--- src/rtl/inject_scheduler.sv ---
// Round-robin, packet-locked injection scheduler with credit flow control and windowed utilisation count.
// Optional stall watchdog enabled by defining INJECT_WATCHDOG_EN; without it err_stall is tied low.
module inject_scheduler #(
    parameter int NUM_REQ     = 4,
    parameter int FLIT_W      = 64,
    parameter int CREDITS     = 8,
    parameter int UTIL_WINDOW = 256,
    parameter int WDT_LIMIT   = 1024
) (
    input  logic                      clk,
    input  logic                      rst,
    input  logic [NUM_REQ-1:0]        req_valid,
    input  logic [NUM_REQ-1:0]        req_head,
    input  logic [NUM_REQ-1:0]        req_tail,
    input  logic [NUM_REQ*FLIT_W-1:0] req_flit,
    output logic [NUM_REQ-1:0]        req_ready,
    output logic                      inj_valid,
    output logic [FLIT_W-1:0]         inj_flit,
    output logic                      inj_tail,
    input  logic                      credit_ret,
    output logic [7:0]                inj_util,
    output logic                      err_credit,
    output logic                      err_stall
);

    // state    | meaning
    // S_IDLE   | no packet in flight; arbitrate among head flits from rr_ptr
    // S_LOCKED | owner holds the port until its tail flit is accepted

    localparam int PW = (NUM_REQ > 1) ? $clog2(NUM_REQ) : 1;
    localparam int CW = $clog2(CREDITS + 1);
    localparam int WW = (UTIL_WINDOW > 1) ? $clog2(UTIL_WINDOW) : 1;

    localparam logic [CW-1:0]      CRED_MAX = CW'(CREDITS);
    localparam logic [WW-1:0]      WIN_LAST = WW'(UTIL_WINDOW - 1);
    localparam logic [PW-1:0]      PTR_LAST = PW'(NUM_REQ - 1);
    localparam logic [NUM_REQ-1:0] ONE_HOT0 = NUM_REQ'(1);

    typedef enum logic {
        S_IDLE,
        S_LOCKED
    } state_t;

    state_t            state;
    logic [PW-1:0]     owner;
    logic [PW-1:0]     rr_ptr;
    logic [CW-1:0]     credit_cnt;
    logic [WW-1:0]     win_cnt;
    logic [7:0]        util_cnt;

    logic [NUM_REQ-1:0] eligible;
    logic               win_found;
    logic [PW-1:0]      win_idx;
    logic [PW-1:0]      grant_idx;
    logic               grant_en;
    logic               accept;
    logic               acc_tail;
    logic [FLIT_W-1:0]  acc_flit;

    function automatic logic [PW-1:0] inc_wrap(input logic [PW-1:0] x);
        return (x == PTR_LAST) ? '0 : x + 1'b1;
    endfunction

    assign eligible = req_valid & req_head;

    always_comb begin
        int s;
        s         = 0;
        win_found = 1'b0;
        win_idx   = '0;
        for (int k = 0; k < NUM_REQ; k++) begin
            s = int'(rr_ptr) + k;
            if (s >= NUM_REQ) begin
                s = s - NUM_REQ;
            end
            if (!win_found && eligible[s]) begin
                win_found = 1'b1;
                win_idx   = PW'(s);
            end
        end
    end

    // A credit returned while the counter is empty only becomes usable next cycle.
    assign grant_idx = (state == S_LOCKED) ? owner : win_idx;
    assign grant_en  = (credit_cnt != '0) && ((state == S_LOCKED) || win_found);
    assign req_ready = grant_en ? (ONE_HOT0 << grant_idx) : '0;
    assign accept    = grant_en && req_valid[grant_idx];
    assign acc_tail  = req_tail[grant_idx];
    assign acc_flit  = req_flit[grant_idx*FLIT_W +: FLIT_W];

    always_ff @(posedge clk) begin
        if (rst) begin
            state     <= S_IDLE;
            owner     <= '0;
            rr_ptr    <= '0;
            inj_valid <= 1'b0;
            inj_flit  <= '0;
            inj_tail  <= 1'b0;
        end else begin
            inj_valid <= accept;
            if (accept) begin
                inj_flit <= acc_flit;
                inj_tail <= acc_tail;
            end
            case (state)
                S_IDLE: begin
                    if (accept) begin
                        if (acc_tail) begin
                            rr_ptr <= inc_wrap(win_idx);
                        end else begin
                            state <= S_LOCKED;
                            owner <= win_idx;
                        end
                    end
                end
                S_LOCKED: begin
                    if (accept && acc_tail) begin
                        state  <= S_IDLE;
                        rr_ptr <= inc_wrap(owner);
                    end
                end
                default: state <= S_IDLE;
            endcase
        end
    end

    always_ff @(posedge clk) begin
        if (rst) begin
            credit_cnt <= CRED_MAX;
            err_credit <= 1'b0;
        end else begin
            case ({accept, credit_ret})
                2'b10: credit_cnt <= credit_cnt - 1'b1;
                2'b01: begin
                    if (credit_cnt == CRED_MAX) begin
                        err_credit <= 1'b1;
                    end else begin
                        credit_cnt <= credit_cnt + 1'b1;
                    end
                end
                default: credit_cnt <= credit_cnt;
            endcase
        end
    end

    // The closing cycle's own flit opens the next window rather than being counted twice.
    always_ff @(posedge clk) begin
        if (rst) begin
            win_cnt  <= '0;
            util_cnt <= '0;
            inj_util <= '0;
        end else if (win_cnt == WIN_LAST) begin
            win_cnt  <= '0;
            inj_util <= util_cnt;
            util_cnt <= {7'd0, inj_valid};
        end else begin
            win_cnt <= win_cnt + 1'b1;
            if (inj_valid && (util_cnt != 8'hFF)) begin
                util_cnt <= util_cnt + 1'b1;
            end
        end
    end

`ifdef INJECT_WATCHDOG_EN
    localparam int SW = $clog2(WDT_LIMIT + 1);
    localparam logic [SW-1:0] STALL_MAX = SW'(WDT_LIMIT);
    localparam logic [SW-1:0] STALL_PRE = SW'(WDT_LIMIT - 1);

    logic [SW-1:0] stall_cnt;

    always_ff @(posedge clk) begin
        if (rst) begin
            stall_cnt <= '0;
            err_stall <= 1'b0;
        end else if ((state == S_IDLE) || accept) begin
            stall_cnt <= '0;
        end else if (stall_cnt != STALL_MAX) begin
            stall_cnt <= stall_cnt + 1'b1;
            if (stall_cnt == STALL_PRE) begin
                err_stall <= 1'b1;
            end
        end
    end
`else
    assign err_stall = 1'b0;
`endif

endmodule

--- config.mk ---
export PLATFORM = sky130hd
export DESIGN_NAME = inject_scheduler
export DESIGN_NICKNAME = d
export VERILOG_FILES = /design/src/rtl/inject_scheduler.sv
export SDC_FILE = /design/constraint.sdc
export NUM_CORES = 1
export LEC_CHECK = 0
export ABC_AREA = 1
export BUFFER_PORTS_ARGS = -buffer_cell sky130_fd_sc_hd__clkbuf_2
export CAP_MARGIN = 10
export CORE_AREA = 2 2 136 138
export DETAILED_ROUTE_END_ITERATION = 10
export DIE_AREA = 0 0 138 140
export GPL_TIMING_DRIVEN = 0
export PLACE_DENSITY_LB_ADDON = 0.3
export SLEW_MARGIN = 20
export SYNTH_ARGS = -nofsm -noshare
export SYNTH_HDL_FRONTEND = slang
export SYNTH_SLANG_ARGS = --single-unit
--- constraint.sdc ---
create_clock -name clk -period 2.95 [get_ports clk]
set_input_delay 0 -clock clk [delete_from_list [all_inputs] [get_ports clk]]
set_output_delay 0 -clock clk [all_outputs]
set_load 0.02 [all_outputs]
=== After elaboration in Yosys (flattened, before gate mapping) ===
Cells that the tools add are included.

* Multiplexer cells: 44
* Shift-type cells: 2
* $add $sub $neg: 13
* Bitwise operators: 3
* $lt $le $gt $ge: 9
* Reduce and logical (&&, ||, !) cells: 19
* Equality and inequality tests: 11

{| class="wikitable"
|+ Operator list
! operator !! number
|-
| $shiftx 256x9->64 || 1
|-
| $lt 32x4->1 const B || 4
|-
| $mux 32 || 4
|-
| $mux 2 || 10
|-
| $mux 1 || 19
|-
| $add 8x1->8 const B || 2
|-
| $bmux 1 s2 || 6
|-
| $sub 3x3->4 const B || 3
|-
| $ge 3x3->1 const B || 3
|-
| $eq 8x8->1 const B || 1
|-
| $mux 4 || 2
|-
| $ne 8x8->1 const B || 1
|-
| $pmux 4 s2 || 1
|-
| $logic_and 1x1->1 || 7
|-
| $add 2x2->3 const B || 2
|-
| $eq 2x2->1 const B || 3
|-
| $ne 2x2->1 const B || 3
|-
| $reduce_and 3->1 || 2
|-
| $add 2x1->2 const B || 2
|-
| $add 4x1->4 const B || 1
|-
| $and 4x4->4 || 1
|-
| $eq 4x4->1 const B || 1
|-
| $pmux 2 s2 || 1
|-
| $reduce_and 2->1 || 2
|-
| 15 further kinds || 19
|}

* Flip-flop bits (word level): 100
* Output and inout port bits: 80
* Logic and storage cells: 113
* Input port bits: 271

=== Longest topological paths before layout ===
* Depth in word-level cells: 22
* Mapped depth: 27
* Gate-level depth less buffers: 27

=== Least setup slack after synthesis ===
OpenSTA, ideal clock, no wires.

* Path type: reg-to-reg
* Start: register rr_ptr[0]
* End: register credit_cnt[3]
* Path buffers: 1
* Cell stages (with the launch flop): 23
* Clock period less this slack: 2.651 ns
* Setup slack: 0.299 ns
* Data required time: 2.820 ns
* Data arrival time: 2.521 ns
* Library setup time: 0.130 ns
* Cell sequence: dfxtp_1 > buf_4 > nand3_1 > nand3_1 > nand2_1 > and2_1 > nand3_2 > nand3_2 > o21ai_2 > inv_2 > nand2_1 > nand2_2 > nand2_4 > nand2_1 > ha_1 > nand2_1 > nand2_1 > a31oi_1 > inv_1 > nand3_1 > nand2_1 > nand3_1 > nand3_1

* Longest elaborated chain between the ends: 22
* Elaborated cells on any way between the ends: 53
* Those cells by class: add/sub: 7; order compare: 4; eq/ne: 3; mux: 28; reduce/logical: 11

{| class="wikitable"
|+ Ends and longest elaborated chain
! element !! line !! RTL
|-
| start: declaration || 46 || <nowiki>logic [PW-1:0] rr_ptr;</nowiki>
|-
| start signal: assignment || 109 || <nowiki>rr_ptr <= inc_wrap(win_idx);</nowiki>
|-
| start signal: assignment || 119 || <nowiki>rr_ptr <= inc_wrap(owner);</nowiki>
|-
| parallel branches: the longest is 18 deep, another holds $sub 3x3->4 || - ||
|-
| $logic_and 1x1->1 * || 87 || <nowiki>assign accept = grant_en && req_valid[grant_idx];</nowiki>
|-
| $eq 2x1->1 or $eq 2x2->1 (tied branches) || 132 || <nowiki>case ({accept, credit_ret})</nowiki>
|-
| $ne 2x2->1 (no source line) or $reduce_bool 2->1 (tied branches) || - ||
|-
| $reduce_and 2->1 (no source line) || - ||
|-
| end signal: assignment || 133 || <nowiki>2'b10: credit_cnt <= credit_cnt - 1'b1;</nowiki>
|-
| end signal: assignment || 138 || <nowiki>credit_cnt <= credit_cnt + 1'b1;</nowiki>
|-
| end signal: assignment || 141 || <nowiki>default: credit_cnt <= credit_cnt;</nowiki>
|-
| end: declaration || 47 || <nowiki>logic [CW-1:0] credit_cnt;</nowiki>
|}

Every way passes the cells marked *. The select of a mux whose other input is x is not followed.
A chain may end at the register's enable or synchronous reset.

=== Worst setup path in the final report ===
* Start: register rr_ptr[0]
* End: output req_ready[1]

* Longest elaborated chain between the ends: 18
* Elaborated cells on any way between the ends: 46
* Those cells by class: add/sub: 7; order compare: 4; shift: 1; mux: 26; reduce/logical: 8

{| class="wikitable"
|+ Ends and longest elaborated chain
! element !! line !! RTL
|-
| parallel branches: the longest is 17 deep, another holds $sub 3x3->4 || - ||
|-
| $mux 4 * || 86 || <nowiki>assign req_ready = grant_en ? (ONE_HOT0 << grant_idx) : '0;</nowiki>
|-
| end: declaration || 16 || <nowiki>output logic [NUM_REQ-1:0] req_ready,</nowiki>
|}

Marked as above.

==> impl_metrics.ini <==
[detailed_routing]
firstDrtPassIters = 5
routed-via-count = 8261
antenna_left = 0
drtIter0Drc = 515
vias_per_cell = 5.36
wl_per_cell_um = 18.3
drt_wl_total_mm = 28.2
remaining_drc_errors = 0

[die]
die_h_um = 140
core_sq_um = 17800
num_rows = 49
ios = 351
fp.dieW_um = 138
fp.dieArea_sq_um = 19300
start_util_pct = 32.2

[pwr]
switching_share_pct = 50.7
clockPowerShare_pct = 13.7
power.leakage_nw = 4.64
pwr-share-comb_pct = 66.3
p_sw_mw = 4.88
pwr_density_cell_nw_per_um2 = 1010
p_seq_share_pct = 19.9
p_int_mw = 4.76
ir_drop_uv = 642
p_total_mw = 9.64

[cells_and_area]
fin_nets = 1577
mostFrequentLayoutCells = 349 x clkbuf_2, 161 x nand3_1, 136 x nand2_1
mostFrequentLayoutCell = clkbuf_2
drive_gt1_share_pct = 34.5
area_growth_pct = 66.3
fillerInstances = 1735

[critical_path]
worstPathRequired_ns = 2.95
crit_type = reg -> out
worstPathCellList = buf_2 -> nand3_1 -> nand3_1 -> nand2_1 -> and2_1 -> nand3_2 -> nand3_2 -> o21ai_2 -> inv_2 -> buf_4 -> buf_2 -> buf_2 -> nor3_1 -> clkbuf_2
crit_arrival_ns = 2.77
slowest_stage = dfxtp_4
end_kind = primary output
path_max_fanout = 10
slowest_delay_ns = 0.37
startpoint_type = register
crit_top_cell = buf_2

[timing]
fmax_mhz = 361
grt_setup_unrepaired = yes
setup_violations = 0
hold_viol_final = 0
slew_violations = 0
whs_ns = 0.0158
slew_headroom_pct = 52.4
fin_crit_sh_pct = 93.8
fin_crit_ns = 2.77
setup_ws_ns = 0.183
worst_clock_skew_ns = 0.0113
worst_slew_pin_slew_ns = 0.708

[placed_design]
place_ws_ns = -0.105
port_buffers = 349
hpwl_mm = 20.6
routabilityCongestion = 0.970

[clock_network]
cts-root-buf = clkbuf_16
path_clk_slew_ns = 0.08
clk_latency_ns = 0.36
htree_levels = 3
clock-sinks = 100
clk_path_buf_depth = 2
cts_tree = done
cts-buffers-inserted = 9

[yosys]
yosysWarnings = 0
syn_avg_cell_area_sq_um = 7.12
ys_ff_latch = 100
ys_types = 40
synth_edf_count = 0
async_flop_share_pct = 0
netlist_instances = 804
syn-cell-area_sq_um = 5720
mappedNetlistNets = 1081
synth_seq_area_share_pct = 35.0
ys.flop_type = dfxtp_1

[global_route]
antenna_found_initial = 6
grt-ovfl-total = 0
grt_pass1_wl_mm = 42.0
grt_max_degree = 17
grt_usage_pct = 27.3
grt_pass1_vias = 8012

[run]
maxCapViolCount = 0

[worst_hold_path]
min_path_type = in -> reg

[run_status]
outcome = completed
==> power groups by stage <==
stage,registers (mW),logic [mW],clock network (mW)
2_1_floorplan,2.25,3.77,0
6_report,1.92,6.40,1.32
4_1_cts,1.91,6.15,1.35
3_3_place_gp,1.93,5.94,0
5_1_grt,1.95,6.93,1.40
3_5_place_dp,1.93,5.98,0
==> logic make-up after synthesis <==
group	synth area share (%)
simple gates	29.6
compound gates	24.7
buf+inv	8.62
flops	35.0
fa+ha+maj	1.44
xor+xnor	0.612
other cells	0.0655
==> critical path, delay by kind of cell (launching register included) <==
family / cells / cell delay, ns
AO/OA/AOI/OAI: 1 / 0.13
buffers and inverters: 6 / 1.06
flip-flops: 1 / 0.37
AND/OR/NAND/NOR: 7 / 0.87
==> sequential cells by signal, summed over array words and instances, names as in the netlist, named ones only <==
signal,flops
err_credit,1
inj_tail,1
owner,2
inj_flit,64
util_cnt,8
credit_cnt,4
inj_valid,1
rr_ptr,2
win_cnt,8
inj_util,8
==> synthesized netlist by cell type, types with 2 or more instances <==
cell type,n,share of area (%)
nand3_1,161,14
nand2_1,142,9.3
dfxtp_1,100,35
a21oi_1,84,7.3
a221oi_1,63,9.6
o21ai_0,40,3.5
o21ai_1,38,3.3
nor2_1,32,2.1
buf_2,31,2.7
clkbuf_1,21,1.4
inv_1,21,1.4
nor3_1,9,0.79
buf_6,8,1.6
buf_4,6,0.79
ha_1,5,1.1
nand2_2,5,0.55
inv_2,4,0.26
a31oi_1,3,0.33
nand4_1,3,0.33
xor2_1,3,0.46
nand2_4,2,0.39
nand3_2,2,0.35
nor3b_1,2,0.26
nor4_1,2,0.22
or2_2,2,0.22
==> worst paths after layout <==
path	startpoint	to	slack, ns	depth (start not counted)
setup / recovery	rr_ptr[0]$_SDFFE_PP0P_	req_ready[1]	0.18	14
hold / removal	req_flit[182]	inj_flit[54]$_SDFFE_PP0P_	0.02	5
setup reg to reg	rr_ptr[0]$_SDFFE_PP0P_	credit_cnt[3]$_SDFFE_PP1P_	0.19	25
hold reg to reg	win_cnt[0]$_SDFF_PP0_	win_cnt[0]$_SDFF_PP0_	0.45	1
==> per-stage QoR <==
stage / setup TNS (ns) / cells / area, sq um / utilization [%]
after floorplan: 0 / 804 / 5720 / -
after global routing: -0.0585 / 1540 / 9510 / 53.5
final: 0 / 1542 / 9520 / 53.5
after detailed placement: -0.105 / 1382 / 7750 / 43.6
after global placement: -0.0821 / 1382 / 7750 / 43.6
after CTS: 0 / 1527 / 9370 / 52.7
==> repair_timing <==
action,in CTS,in global routing
setup endpoints to repair,1,3
pin swaps,0,7
buffers inserted,1,5
gates resized for setup,2,17
hold buffers,128,1
hold endpoints to repair,66,1
cloned,0,1
==> final cells by class <==
type	instances	area [sq um]	area share [%]
Multi-Input combinational cell	610	3290	34.5
Clock inverter	6	86.3	0.907
Clock buffer	10	239	2.51
Tap cell	229	287	3.01
Timing Repair Buffer	485	3090	32.4
Sequential cell	100	2010	21.1
Antenna cell	8	20.0	0.210
Buffer	68	397	4.17
Inverter	26	105	1.10
==> metal layers <==
layer  track usage, %  vias up  wire length (um)
li1                 -     3904                 -
met1             31.5     3821             10800
met2             46.4      428             13700
met3             6.77      108              2150
met4             15.1        0              1550
met5                0        -                 0
No activity file was read; power rests on OpenSTA's default activity.
